### src/rtl/pipe_hazard_ctrl.sv
// Stall/flush sequencer for a 5-stage pipeline: load-use, taken branches, data-memory waits, watchdog.
// Optional macro PIPE_PERF_CNT_EN adds saturating stall_cycles / flush_count counters.
module pipe_hazard_ctrl #(
  parameter int unsigned MEM_TIMEOUT = 64,
  parameter int unsigned TO_W        = 7,
  localparam int unsigned REG_W      = 5,
  localparam int unsigned PERF_W     = 32
) (
  input  logic             clk,
  input  logic             reset,
  input  logic [REG_W-1:0] id_rs1,
  input  logic [REG_W-1:0] id_rs2,
  input  logic             id_use_rs1,
  input  logic             id_use_rs2,
  input  logic [REG_W-1:0] ex_rd,
  input  logic             ex_MemRead,
  input  logic             ex_branch_taken,
  input  logic             mem_req,
  input  logic             mem_ready,
  output logic             pc_write,
  output logic             if_id_write,
  output logic             id_ex_write,
  output logic             ex_mem_write,
  output logic             mem_wb_write,
  output logic             if_id_flush,
  output logic             id_ex_flush,
  output logic             ex_mem_flush,
  output logic             mem_wb_flush,
  output logic             halted,
  output logic             mem_timeout
`ifdef PIPE_PERF_CNT_EN
  ,
  output logic [PERF_W-1:0] stall_cycles,
  output logic [PERF_W-1:0] flush_count
`endif
);

  typedef enum logic [1:0] {RUN, MEM_WAIT, ERROR} state_t;

  state_t          state, state_nxt;
  logic [TO_W-1:0] wait_cnt, wait_cnt_nxt;
  logic            timeout_hit;
  logic            branch_act;
  logic            load_use;
  logic            mem_stall;

  assign load_use = ex_MemRead && (ex_rd != '0) &&
                    ((id_use_rs1 && (id_rs1 == ex_rd)) || (id_use_rs2 && (id_rs2 == ex_rd)));
  assign mem_stall = mem_req && !mem_ready;

  always_ff @(posedge clk or negedge reset) begin
    if (!reset) begin
      state       <= RUN;
      wait_cnt    <= '0;
      mem_timeout <= 1'b0;
    end else begin
      state    <= state_nxt;
      wait_cnt <= wait_cnt_nxt;
      if (timeout_hit) mem_timeout <= 1'b1;
    end
  end

  // Mealy enables/flushes; reset forces every register into a flushed, frozen state
  always_comb begin
    state_nxt    = state;
    wait_cnt_nxt = wait_cnt;
    timeout_hit  = 1'b0;
    branch_act   = 1'b0;
    pc_write     = 1'b1;
    if_id_write  = 1'b1;
    id_ex_write  = 1'b1;
    ex_mem_write = 1'b1;
    mem_wb_write = 1'b1;
    if_id_flush  = 1'b0;
    id_ex_flush  = 1'b0;
    ex_mem_flush = 1'b0;
    mem_wb_flush = 1'b0;

    case (state)
      RUN, MEM_WAIT: begin
        if (mem_stall) begin
          pc_write     = 1'b0;
          if_id_write  = 1'b0;
          id_ex_write  = 1'b0;
          ex_mem_write = 1'b0;
          mem_wb_write = 1'b0;
          mem_wb_flush = 1'b1;
          if (state == RUN) begin
            state_nxt    = MEM_WAIT;
            wait_cnt_nxt = TO_W'(1);
          end else if (wait_cnt == TO_W'(MEM_TIMEOUT)) begin
            state_nxt   = ERROR;
            timeout_hit = 1'b1;
          end else begin
            wait_cnt_nxt = wait_cnt + TO_W'(1);
          end
        end else begin
          state_nxt    = RUN;
          wait_cnt_nxt = '0;
          if (ex_branch_taken) begin
            branch_act  = 1'b1;
            if_id_flush = 1'b1;
            id_ex_flush = 1'b1;
          end else if (load_use) begin
            pc_write    = 1'b0;
            if_id_write = 1'b0;
            id_ex_flush = 1'b1;
          end
        end
      end
      ERROR: begin
        pc_write     = 1'b0;
        if_id_write  = 1'b0;
        id_ex_write  = 1'b0;
        ex_mem_write = 1'b0;
        mem_wb_write = 1'b0;
      end
      default: state_nxt = RUN;
    endcase

    if (!reset) begin
      branch_act   = 1'b0;
      pc_write     = 1'b0;
      if_id_write  = 1'b0;
      id_ex_write  = 1'b0;
      ex_mem_write = 1'b0;
      mem_wb_write = 1'b0;
      if_id_flush  = 1'b1;
      id_ex_flush  = 1'b1;
      ex_mem_flush = 1'b1;
      mem_wb_flush = 1'b1;
    end
  end

  assign halted = (state == ERROR);

`ifdef PIPE_PERF_CNT_EN
  // Saturating performance counters
  always_ff @(posedge clk or negedge reset) begin
    if (!reset) begin
      stall_cycles <= '0;
      flush_count  <= '0;
    end else begin
      if ((state != ERROR) && !pc_write && (stall_cycles != '1))
        stall_cycles <= stall_cycles + PERF_W'(1);
      if (branch_act && (flush_count != '1))
        flush_count <= flush_count + PERF_W'(1);
    end
  end
`endif

endmodule

### config.mk
export PLATFORM = sky130hd
export DESIGN_NAME = pipe_hazard_ctrl
export DESIGN_NICKNAME = d
export VERILOG_FILES = /design/src/rtl/pipe_hazard_ctrl.sv
export SDC_FILE = /design/constraint.sdc
export NUM_CORES = 1
export LEC_CHECK = 0
export CAP_MARGIN = 0
export CORE_MARGIN = 2
export CORE_UTILIZATION = 36
export DETAILED_ROUTE_END_ITERATION = 10
export PLACE_DENSITY_LB_ADDON = 0.05
export SLEW_MARGIN = 15
export SYNTH_ARGS = -nofsm -noshare
export SYNTH_HDL_FRONTEND = slang
export SYNTH_SLANG_ARGS = --single-unit
### constraint.sdc
create_clock -name clk -period 2.4 [get_ports clk]
set_input_delay 0.72 -clock clk [delete_from_list [all_inputs] [get_ports clk]]
set_output_delay 0.72 -clock clk [all_outputs]
set_load 0.1 [all_outputs]
==> flow_metrics.env <==
export IMPL_grt_usage_pct=19.4
export IMPL_clock_path_buffers=2
export IMPL_leakage_nw=0.627
export IMPL_synth_enable_flop_cells=0
export IMPL_port_buffers=33
export IMPL_io_pins=34
export IMPL_clkSinkCount=10
export IMPL_synth_cells=85
export IMPL_cp_end_kind="output pin"
export IMPL_avgViaCountPerCell=4.94
export IMPL_dp_cells=155
export IMPL_drt_iter0_drc=15
export IMPL_period_needed_ps=2690
export IMPL_drc=0
export IMPL_hold_buffers=0
export IMPL_clock_skew_ps=3.31
export IMPL_wirelength_mm=2.22
export IMPL_syn_nets=110
export IMPL_ys_seq_area_share_pct=33.4
export IMPL_path_max_fanout=2
export IMPL_tritoncts_num_buffers=3
export IMPL_fin_crit_sh_pct=112
export IMPL_ys_async_sr_fraction_pct=100
export IMPL_cap_violations=0
export IMPL_worst_pin_slew_ps=428
export IMPL_failed_checks="negative setup slack"
export IMPL_max_slew_margin_rel_pct=71.3
export IMPL_crit_required_ps=1680
export IMPL_nets=159
export IMPL_ys_warn_count=0
export IMPL_criticalPathCategory="input pin to output pin"
export IMPL_worstHoldStart="mem_timeout"
export IMPL_fin_cells=160
export IMPL_wire_per_inst_um=13.9
export IMPL_postRouteAntennaNets=0
export IMPL_hp_class="flip-flop to flip-flop"
export IMPL_hold_viol=0
export IMPL_ys_types=37
export IMPL_cts_tree="yes"
export IMPL_clk_pin_slew_ps=60
export IMPL_rr_startpoint="wait_cnt[0]"
export IMPL_ys_ff_latch=10
export IMPL_cp_arrival_ps=1970
export IMPL_critPathLaunch="ex_rd[4]"
export IMPL_avgSynthCellArea_um2=8.82
export IMPL_initial_core_util_pct=38.2
export IMPL_grt_pass1_vias=813
export IMPL_dp_hpwl_mm=1.88
export IMPL_globalRoute_totalOverflow=0
export IMPL_antenna_cells=0
export IMPL_num_rows=16
export IMPL_ir_worst_vdd_uv=410
export IMPL_final_cell_mix="15 x buf_4, 10 x dfrtp_1, 10 x buf_12"
export IMPL_rsz0062_at_grt="yes"
export IMPL_gp_congestion=0.863
export IMPL_fillers=160
export IMPL_die_w_um=49.6
export IMPL_status="complete, but fails checks"
export IMPL_setup_viol=3
export IMPL_reg2reg_depth=6
export IMPL_syn_area_um2=749
export IMPL_r2r_end="wait_cnt[5]"
export IMPL_grt_pass1_wl_mm=3.64
export IMPL_drive_above_1_share_pct=47.4
export IMPL_grt_max_degree=12
export IMPL_die_area_um2=2460
export IMPL_antenna_found_initial=0
export IMPL_critPathLaunchType="input pin"
export IMPL_cts_htree_levels=1
export IMPL_synthFlopType="dfrtp_1"
export IMPL_core_region_area_um2=1960
export IMPL_area_delta_synth_final_pct=88.6
export IMPL_worst_slack_ps=-293
export IMPL_clk_latency_ps=270
export IMPL_crit_end="pc_write"
export IMPL_clockRootBuffer="clkbuf_4"
export IMPL_drtPass1Iterations=2
export IMPL_power_per_cell_area_nw_per_um2=404
export IMPL_ff2ff_setup_slack_ps=790
export IMPL_die_h_um=49.6
export IMPL_vias=791
export IMPL_fmax_ghz=0.371
export IMPL_worst_hold_slack_ps=482
export IMPL_final_common_cell="buf_4"
export IMPL_slew_violations=0
[per-layer routing]
| metal | track usage, % | vias up | share of wire (%) |
|---|---|---|---|
| li1 | - | 393 | - |
| met1 | 22.6 | 361 | 43 |
| met2 | 33.3 | 31 | 49 |
| met3 | 5.15 | 6 | 5.9 |
| met4 | 7.87 | 0 | 2.1 |
| met5 | 0 | - | 0 |
[worst min path at each step]
stage | to | slack [ps] | depth (start not counted)
after floorplan | mem_timeout | 420 | 0
after global placement | mem_timeout | 460 | 1
after detailed placement | mem_timeout | 470 | 1
after CTS | mem_timeout | 490 | 1
after global routing | mem_timeout | 500 | 1
final | mem_timeout | 480 | 1
[worst max-delay path, stage by stage]
cell and delay, ps:
buf_8 100, or4_4 540, o21ai_4 140, or3_4 130
o21ba_4 160, buf_12 180
[cell usage after synthesis, drive strengths merged (2+ instances only)]
library cell,number,share of area (%)
nand3,3,2.0
or2,2,1.7
nor4,3,3.3
inv,8,4.0
ha,2,3.3
o41ai,2,2.3
or4,2,2.5
nand2,4,2.0
nor2,7,3.5
xnor2,3,3.5
and2,2,1.7
dfrtp,10,33
o21ai,5,3.8
nand2b,2,1.7
buf,3,3.0
xor2,9,11
a21oi,2,1.3
nor2b,2,1.7
[per-stage QoR]
stage	TNS [ps]	power, mW	setup slack, ps	utilization, %	area (µm²)
final	-807	0.572	-293	72.1	1410
after global routing	-964	0.594	-316	72.1	1410
after CTS	-972	0.577	-342	72.3	1420
after detailed placement	-3860	0.426	-719	69.9	1370
after global placement	-3710	0.422	-680	69.9	1370
after floorplan	-1780	0.317	-485	-	860
[layout make-up]
type	count	area (µm²)	share of cell area, %
clock buffers	4	36.3	2.57
inverters	8	41.3	2.92
multi-input cells	63	548	38.8
flip-flops and latches	10	250	17.7
well taps	27	33.8	2.39
repair buffers	48	504	35.7
[cell families after synthesis]
group                    count (synthesis)  synth area share [%]
AO/OA/AOI/OAI                           16                  15.9
XOR/XNOR                                12                  14.0
adder cells (fa/ha/maj)                  2                  3.34
buffers and inverters                   12                  7.51
flip-flops                              10                  33.4
AND/OR/NAND/NOR                         33                  25.9
[sequential cells by signal, indices dropped and copies added, names as in the netlist]
signal,cells
state,2
mem_timeout,1
wait_cnt,7
[timing repair]
action / CTS / global route
buffers inserted: 1 / 0
pin swaps: 17 / 7
resized for setup: 75 / 2
setup endpoints to repair: 9 / 4
[report_power, final]
group	leakage [nW]	switching [mW]	total [mW]	internal [mW]
clock	0.0210	0.0583	0.150	0.0922
combinational	0.469	0.142	0.247	0.105
sequential	0.137	0.00258	0.174	0.171
total	0.627	0.203	0.572	0.369
(Power assumes the default switching activity.)
